===== src/rtl/cpu_pkg.sv =====
// Shared MIPS core constants and the fetch-buffer entry layout.
package cpu_pkg;

  localparam int unsigned INST_W        = 32;
  localparam int unsigned PC_W          = 32;
  localparam int unsigned PC_INC        = 4;
  localparam logic [INST_W-1:0] NOP_INST = 32'h0;

  typedef struct packed {
    logic [PC_W-1:0]   pc;
    logic [INST_W-1:0] inst;
  } fetch_entry_t;

  localparam int unsigned FETCH_ENTRY_W = PC_W + INST_W;

endpackage


===== src/rtl/if_stage_fetch_fifo.sv =====
// Synchronous FIFO with flush; head is read combinationally from storage.
module fetch_fifo #(
  parameter int unsigned DEPTH = 4,
  parameter int unsigned WIDTH = 64
) (
  input  logic                     CLK,
  input  logic                     RST,
  input  logic                     i_push,
  input  logic                     i_pop,
  input  logic                     i_flush,
  input  logic [WIDTH-1:0]         i_data,
  output logic [$clog2(DEPTH):0]   o_count,
  output logic [WIDTH-1:0]         o_head
);

  localparam int unsigned PTR_W = $clog2(DEPTH);
  localparam int unsigned CNT_W = PTR_W + 1;

  logic [WIDTH-1:0] r_mem [DEPTH];
  logic [PTR_W-1:0] r_rd_ptr;
  logic [PTR_W-1:0] r_wr_ptr;
  logic [CNT_W-1:0] r_count;
  logic             w_push;
  logic             w_pop;

  assign w_push = i_push && (r_count != CNT_W'(DEPTH));
  assign w_pop  = i_pop && (r_count != '0);

  always_ff @(posedge CLK or posedge RST) begin
    if (RST) begin
      r_rd_ptr <= '0;
      r_wr_ptr <= '0;
      r_count  <= '0;
    end else if (i_flush) begin
      r_rd_ptr <= '0;
      r_wr_ptr <= '0;
      r_count  <= '0;
    end else begin
      if (w_push) r_wr_ptr <= r_wr_ptr + PTR_W'(1);
      if (w_pop)  r_rd_ptr <= r_rd_ptr + PTR_W'(1);
      case ({w_push, w_pop})
        2'b10:   r_count <= r_count + CNT_W'(1);
        2'b01:   r_count <= r_count - CNT_W'(1);
        default: r_count <= r_count;
      endcase
    end
  end

  // Storage carries no reset; occupancy alone decides what is valid.
  always_ff @(posedge CLK) begin
    if (w_push && !i_flush) r_mem[r_wr_ptr] <= i_data;
  end

  assign o_count = r_count;
  assign o_head  = r_mem[r_rd_ptr];

endmodule


===== src/rtl/if_stage.sv =====
// Instruction fetch: owns the fetch PC, issues credit-limited reads to a
// 1-cycle synchronous imem, and squashes buffered/in-flight work on redirect.
module if_stage
  import cpu_pkg::*;
#(
  parameter int unsigned ADDR_W     = 8,
  parameter int unsigned FIFO_DEPTH = 4,
  parameter logic [31:0] RESET_PC   = 32'h0000_0000
) (
  input  logic              CLK,
  input  logic              RST,
  output logic              imem_en,
  output logic [ADDR_W-1:0] imem_addr,
  input  logic [31:0]       imem_data,
  input  logic              redirect,
  input  logic [31:0]       redirect_pc,
  output logic              id_valid,
  input  logic              id_ready,
  output logic [31:0]       id_inst,
  output logic [31:0]       id_pc,
  output logic [31:0]       fetch_pc
);

  localparam int unsigned CNT_W = $clog2(FIFO_DEPTH) + 1;

  logic [PC_W-1:0]          r_fpc;
  logic [PC_W-1:0]          r_inflight_pc;
  logic                     r_inflight;
  logic [CNT_W-1:0]         w_count;
  logic [FETCH_ENTRY_W-1:0] w_head_bits;
  fetch_entry_t             w_head;
  fetch_entry_t             w_push_entry;
  logic                     w_credit;
  logic                     w_issue;
  logic                     w_push;
  logic                     w_pop;
  logic                     w_valid;
  logic [PC_W-1:0]          w_target;

  // Credits count buffered plus in-flight reads; a same-cycle pop is not credited.
  assign w_credit = ({1'b0, w_count} + (CNT_W+1)'(r_inflight)) < (CNT_W+1)'(FIFO_DEPTH);
  assign w_issue  = !RST && !redirect && w_credit;
  assign w_target = redirect_pc & ~32'h3;

  always_ff @(posedge CLK or posedge RST) begin
    if (RST) begin
      r_fpc         <= RESET_PC;
      r_inflight    <= 1'b0;
      r_inflight_pc <= '0;
    end else if (redirect) begin
      r_fpc      <= w_target;
      r_inflight <= 1'b0;
    end else if (w_issue) begin
      r_inflight_pc <= r_fpc;
      r_fpc         <= r_fpc + PC_W'(PC_INC);
      r_inflight    <= 1'b1;
    end else begin
      r_inflight <= 1'b0;
    end
  end

  assign w_push       = r_inflight && !redirect;
  assign w_pop        = w_valid && id_ready && !redirect;
  assign w_push_entry = '{pc: r_inflight_pc, inst: imem_data};

  fetch_fifo #(
    .DEPTH (FIFO_DEPTH),
    .WIDTH (FETCH_ENTRY_W)
  ) u_fifo (
    .CLK     (CLK),
    .RST     (RST),
    .i_push  (w_push),
    .i_pop   (w_pop),
    .i_flush (redirect),
    .i_data  (w_push_entry),
    .o_count (w_count),
    .o_head  (w_head_bits)
  );

  assign w_head    = fetch_entry_t'(w_head_bits);
  assign w_valid   = (w_count != '0);
  assign id_valid  = w_valid;
  assign id_inst   = w_valid ? w_head.inst : NOP_INST;
  assign id_pc     = w_valid ? w_head.pc : 32'h0;
  assign imem_en   = w_issue;
  assign imem_addr = r_fpc[ADDR_W-1:0];
  assign fetch_pc  = r_fpc;

endmodule


===== config.mk =====
export PLATFORM = sky130hd
export DESIGN_NAME = if_stage
export DESIGN_NICKNAME = d
export VERILOG_FILES = /design/src/rtl/cpu_pkg.sv /design/src/rtl/if_stage_fetch_fifo.sv /design/src/rtl/if_stage.sv
export SDC_FILE = /design/constraint.sdc
export NUM_CORES = 1
export LEC_CHECK = 0
export CORE_MARGIN = 4
export CORE_UTILIZATION = 57
export CTS_BUF_LIST = sky130_fd_sc_hd__clkbuf_4
export DETAILED_ROUTE_END_ITERATION = 16
export PLACE_DENSITY = 0.87
export SYNTH_ARGS = -nofsm -noshare
export SYNTH_HDL_FRONTEND = slang
export SYNTH_HIERARCHICAL = 1
export SYNTH_SLANG_ARGS = --single-unit

===== constraint.sdc =====
create_clock -name CLK -period 3.4 [get_ports CLK]
set_input_delay 0.34 -clock CLK [delete_from_list [all_inputs] [get_ports CLK]]
set_output_delay 0.34 -clock CLK [all_outputs]
set_load 0.005 [all_outputs]

==> out/results.txt, run 1 <==
largest net degree at the start of global routing = 49
Finished Cell Area = 16400 um2
total track usage = 22.7%
core area = 22800 um2
Setup violations, final = 0
Hold Path Origin = redirect_pc[19]
DRT iter0 DRCs = 609
row count = 55
endpoint type of the worst setup path = output port
top_reg_cell synth = edfxtp_1
clk buf depth = 3
Reg2Reg Depth = 7
Tightest Pin Transition = 0.764 ns
Routed Antenna Nets = 0
Max Cap Viol = 0
Core Util, Final = 71.9%
CTS buffer count = 80
placed inst area = 15400 um2
register-to-register setup slack = 0.71 ns
CP required = 3.06 ns
CTS tree = built
CTS sink count = 324
worst endpoint data arrival time = 2.78 ns
TNS Setup = 0 ns
Pwr Total = 8110 uW
Slew Viols, Final = 0
IO buf count = 167
wire per inst = 20.1 um
main area contributors after synthesis = edfxtp_1, dfrtp_1, mux4_2
mapped cell area = 13300 um2
status = completed
number of synthesized flops with an enable pin = 256
HPWL Detailed = 17900 um
Die X = 161 um
Pre-antenna DRT Iters = 5
Fin. Hold Viols = 0
first-pass GRT wire length = 45900 um
sequential area share after synthesis = 70.5%
htree depth = 3
Synth area leader = edfxtp_1
f_max = 321 MHz
DRC violations left = 0
Via-to-Cell Ratio = 5.66
worst hold margin = 0.194 ns
die area = 25900 um2
crit path launch = u_fifo/r_rd_ptr[0]
vias in the first global route = 8560
die height = 161 um
RSZ-0062 raised after global routing = false
layout cells sized above 1 = 20.6%
Final nets = 1122
Hold Path Sink = fetch_pc[19]
area delta synth->final = 23.1%
#FFs+latches synth = 324
Initial Util = 58.4%
Root Buffer = clkbuf_4
end of the worst register-to-register path = u_fifo/o_count[1]
GRT Residual Overflow = 0
reg2reg start = u_fifo/o_count[1]
DR vias = 8066
Clk Latency, worst-skew pair = 0.71 ns
worst clock skew = 0.0551 ns
Cells on Worst Hold Path = 3
cell with the most instances after synthesis = edfxtp_1
Placer Congestion = 0.873
Syn. warnings = 6
syn_area_per_cell = 16.3 um2
crit path kind = register to output port
Slew HR = 48.8%
Synth top cells by count = edfxtp_1, nand2_1, and2_1
Final Routed Wirelength = 28700 um
initial antenna violation count = 1
clock slew seen by the registers of the worst setup and hold paths = 0.06 ns
static leakage = 0.00583 uW
post-synth cell types = 62
pwr dens = 495 nW/um2
fin crit share = 91.7%
Peak supply drop = 0.366 mV
cell count after synthesis = 818
CP max FO = 23
Worst Hold Class = input pin to register
top cell type's share of synthesized area = 57.8%
ys async rst share = 21.0%
min Tclk post-route = 3.12 ns
Top-Level Pins = 174
Worst setup SP type = register
[worst max-delay path, stage by stage, from the launching register on]
cell	delay (ns)
dfrtp_4	0.61
buf_12	0.27
mux4_2	0.55
and2_1	0.19
clkdlybuf4s50_1	0.47
[state kept, by name (all words and copies together) (netlist names)]
register,flops
fetch_pc,30
r_inflight,1
r_inflight_pc,30
u_fifo/o_count,3
u_fifo/r_mem,256
u_fifo/r_rd_ptr,2
u_fifo/r_wr_ptr,2
[stage by stage]
step,instances,setup slack [ns]
after floorplan,829,0.260
after global placement,1277,0.548
after detailed placement,1277,0.504
after CTS,1424,0.00605
after global routing,1426,0.0921
final,1426,0.284
[metal layers]
metal | vias up | GRT usage (%) | part of all wire (%) | wire (um)
met4 | 0 | 6.98 | 1.6 | 470
li1 | 3615 | - | - | -
met1 | 3948 | 29.8 | 39 | 11100
met3 | 44 | 6.47 | 9.2 | 2650
met2 | 459 | 37.4 | 50 | 14400
met5 | - | 0 | 0 | 0
[cell usage in the layout, fill, tap and decap left out, types with 12 or more instances in the layout]
cell type / instances
o21ai_0: 19
dfrtp_1: 66
clkinv_1: 25
buf_4: 16
clkdlybuf4s50_1: 167
edfxtp_1: 256
nand4_1: 17
mux4_2: 64
nand2_1: 124
nand3_1: 13
and2_1: 65
nor2_1: 12
clkbuf_4: 112
conb_1: 12
[layout make-up]
| type | count | area (um2) |
|---|---|---|
| sequential | 324 | 9400 |
| inverter | 11 | 53.8 |
| fill | 1422 | 6390 |
| antenna | 1 | 2.50 |
| clock buffer | 112 | 841 |
| clock inverter | 34 | 161 |
| tap | 313 | 392 |
| timing repair buffer | 191 | 1940 |
| multi-input combinational | 440 | 3600 |
[where the power goes]
group / switching, uW / internal, uW
sequential: 158 / 4440
combinational: 211 / 247
clock: 1500 / 1550
[cell families (layout without fill, tap and decap cells)]
logic type,after synthesis,after routing,share of synthesized area [%]
flip-flops,324,324,70.5
AND/OR/NAND/NOR,278,278,10.8
multiplexers,66,66,11.0
AO/OA/AOI/OAI,65,65,3.37
buffers and inverters,65,348,2.79
XOR/XNOR,13,13,0.856
adder cells (fa/ha/maj),6,6,0.620
other,1,13,0.0282
[timing repair]
action / CTS / global route
gates resized for setup: 0 / 1
endpoints found under the setup margin: 0 / 54
hold endpoints to repair: 14 / 0
buffers inserted: 0 / 1
hold buffers: 1 / 0
[worst max-delay path by stage]
stage / endpoint / slack, ns
after floorplan: u_fifo/r_mem[0][0] / 0.26
after global placement: u_fifo/o_count[1] / 0.55
after detailed placement: u_fifo/o_count[1] / 0.50
after CTS: id_pc[10] / 0.006
after global routing: id_pc[17] / 0.09
final: id_pc[17] / 0.28
Note: power is estimated with default switching activity, not from simulation.
==> run 2: changes to the inputs <==
--- a/config.mk
+++ b/config.mk
@@ -10,6 +10,7 @@
 export CTS_BUF_LIST = sky130_fd_sc_hd__clkbuf_4
 export DETAILED_ROUTE_END_ITERATION = 16
 export PLACE_DENSITY = 0.87
+export SLEW_MARGIN = 20
 export SYNTH_ARGS = -nofsm -noshare
 export SYNTH_HDL_FRONTEND = slang
 export SYNTH_HIERARCHICAL = 1
==> results of run 2 <==
The final DEF is identical to that of run 1; final timing and power are the same.
==> run 3: changes to the inputs <==
==> constraint.sdc (replaced) <==
create_clock -name CLK -period 3.4 [get_ports CLK]
set_input_delay 0.85 -clock CLK [delete_from_list [all_inputs] [get_ports CLK]]
set_output_delay 0.85 -clock CLK [all_outputs]
set_load 0.005 [all_outputs]
==> run 3 against run 2 <==
  * Die area unchanged
  * Register-to-register slack better by 0.17 ns
  * Core utilization up 2.2 points
  * First-iteration DRC count down 6.6%
  * Sequential power about the same
  * Final cell count up 1.5%
  * Power up 2.6%
  * Hold slack better by 0.32 ns
  * Largest power group unchanged
  * Highest routed layer unchanged
==> out/results.txt, run 3 (same netlist as run 1, synthesis figures left out) <==
core area = 22800 um2
Clk Latency, worst-skew pair = 0.65 ns
leading cell type in the layout, fill and taps excluded = edfxtp_1
worst hold margin = 0.512 ns
Die X = 161 um
delay-heaviest family, CP = buffers and inverters
pwr dens = 493 nW/um2
Worst Path Buf+Inv = 3
max reg flops = 256
post-route insts no fill = 1447
DRC violations left = 0
hold_buf cts = 0
Slew Viols, Final = 0
Slew HR = 52.8%
status = completed
area delta synth->final = 26.8%
GRT Residual Overflow = 0
Tightest Pin Transition = 0.703 ns
Critical Path Stages = 5
min Tclk post-route = 3.38 ns
CP max stage delay = 0.49 ns
DR vias = 8210
Reg2Reg Depth = 9
HPWL Detailed = 17700 um
CTS tree = built
clock slew seen by the registers of the worst setup and hold paths = 0.07 ns
fin crit share = 99.4%
endpoint type of the worst setup path = output port
Pre-antenna DRT Iters = 5
worst endpoint data arrival time = 2.53 ns
largest net degree at the start of global routing = 66
Cells on Worst Hold Path = 0
Worst Hold Class = register to register
row count = 55
vias in the first global route = 8609
f_max = 296 MHz
Biggest register = u_fifo/r_mem
Root Buffer = clkbuf_4
initial antenna violation count = 1
CTS sink count = 324
htree depth = 3
Max Cap Viol = 0
Cell Chain, Critical Path = buf_12, buf_12, mux4_2, and2_1, clkdlybuf4s50_1
dpl cells = 1287
Routed Antenna Nets = 0
cell mode on critical path = buf_12
Setup violations, final = 0
Final nets = 1145
slowest CP cell = mux4_2
Initial Util = 58.4%
DRT iter0 DRCs = 569
worst clock skew = 0.0337 ns
Final Routed Wirelength = 29000 um
Fillers = 1348
Pwr Total = 8320 uW
clk buf depth = 3
die area = 25900 um2
RSZ-0062 raised after global routing = true
first-pass GRT wire length = 45900 um
Worst setup SP type = register
Core Util, Final = 74.1%
placed inst area = 15500 um2
most frequent cells in the layout = edfxtp_1, nand2_1, clkbuf_4, clkdlybuf4s50_1, dfrtp_1
wire per inst = 20.0 um
Top-Level Pins = 174
layout cells sized above 1 = 23.2%
total track usage = 22.5%
IO buf count = 167
static leakage = 0.00677 uW
CP required = 2.55 ns
die height = 161 um
Peak supply drop = 0.229 mV
Via-to-Cell Ratio = 5.67
Placer Congestion = 0.895
CTS buffer count = 79
CP max FO = 7
crit path kind = register to output port
Fin. Hold Viols = 0
Finished Cell Area = 16900 um2
## run 3: cell count changes in the layout (fill, tap and decap cells not counted), moves of 3 or more
cell,before,now
clkinv_4,3,0
buf_12,6,17
clkbuf_4,112,123
dlymetal6s2s_1,0,33
dlygate4sd2_1,0,22
clkinv_1,25,12
clkdlybuf4s50_1,167,112
buf_4,16,24
## run 3: through the flow
step	setup WS (ns)	TNS, ns
global route	-0.0500	-0.107
detailed placement	0.150	0
global placement	0.157	0
floorplan	0.442	0
finish	0.0219	0
CTS	-0.0375	-0.259
## run 3: power by group
group	switching (uW)	internal [uW]
Sequential	167	4440
Combinational	212	249
Clock	1450	1800
## run 3: per-layer routing
layer | vias up | routed length [um] | GRT usage [%] | part of all wire (%)
li1 | 3662 | - | - | -
met1 | 4038 | 11700 | 31.4 | 40
met2 | 459 | 14200 | 36.1 | 49
met3 | 51 | 2370 | 4.72 | 8.2
met4 | 0 | 667 | 7.48 | 2.3
met5 | - | 0 | 0 | 0
## run 3: layout make-up
cell class / count / area (um2) / share of cell area, %
inverters: 11 / 53.8 / 0.319
multi-input cells: 440 / 3600 / 21.3
repair buffers: 215 / 2380 / 14.1
well taps: 313 / 392 / 2.32
diodes: 3 / 7.51 / 0.0445
clock buffers: 123 / 923 / 5.47
flip-flops and latches: 324 / 9390 / 55.7
clock inverters: 18 / 129 / 0.763
## run 3: repair_timing
| action | 4_1_cts | 5_1_grt |
|---|---|---|
| endpoints found under the setup margin | 56 | 41 |
| gates cloned | 1 | 1 |
| buffers inserted | 5 | 9 |
| resized for setup | 30 | 40 |
## run 3: path summary, 6_finish.rpt
kind	start	endpoint	slack [ns]
max	u_fifo/r_rd_ptr[0]	id_inst[27]	0.02
min	r_inflight_pc[16]	u_fifo/r_mem[2][48]	0.51
max reg2reg	u_fifo/o_count[0]	fetch_pc[17]	0.88
min reg2reg	r_inflight_pc[16]	u_fifo/r_mem[2][48]	0.51
max in group asynchronous	RST	r_inflight_pc[15]	2.14
min in group asynchronous	RST	u_fifo/o_count[0]	0.62
## run 3: worst register-to-register path, cell delays in order, from the launching register on
cell and delay (ns):
dfrtp_1 0.37, buf_4 0.18, and3_1 0.20, or4_4 0.41, buf_4 0.30, clkinv_8 0.19
buf_4 0.33, nand4_1 0.18, nand3_1 0.13, o211ai_1 0.10
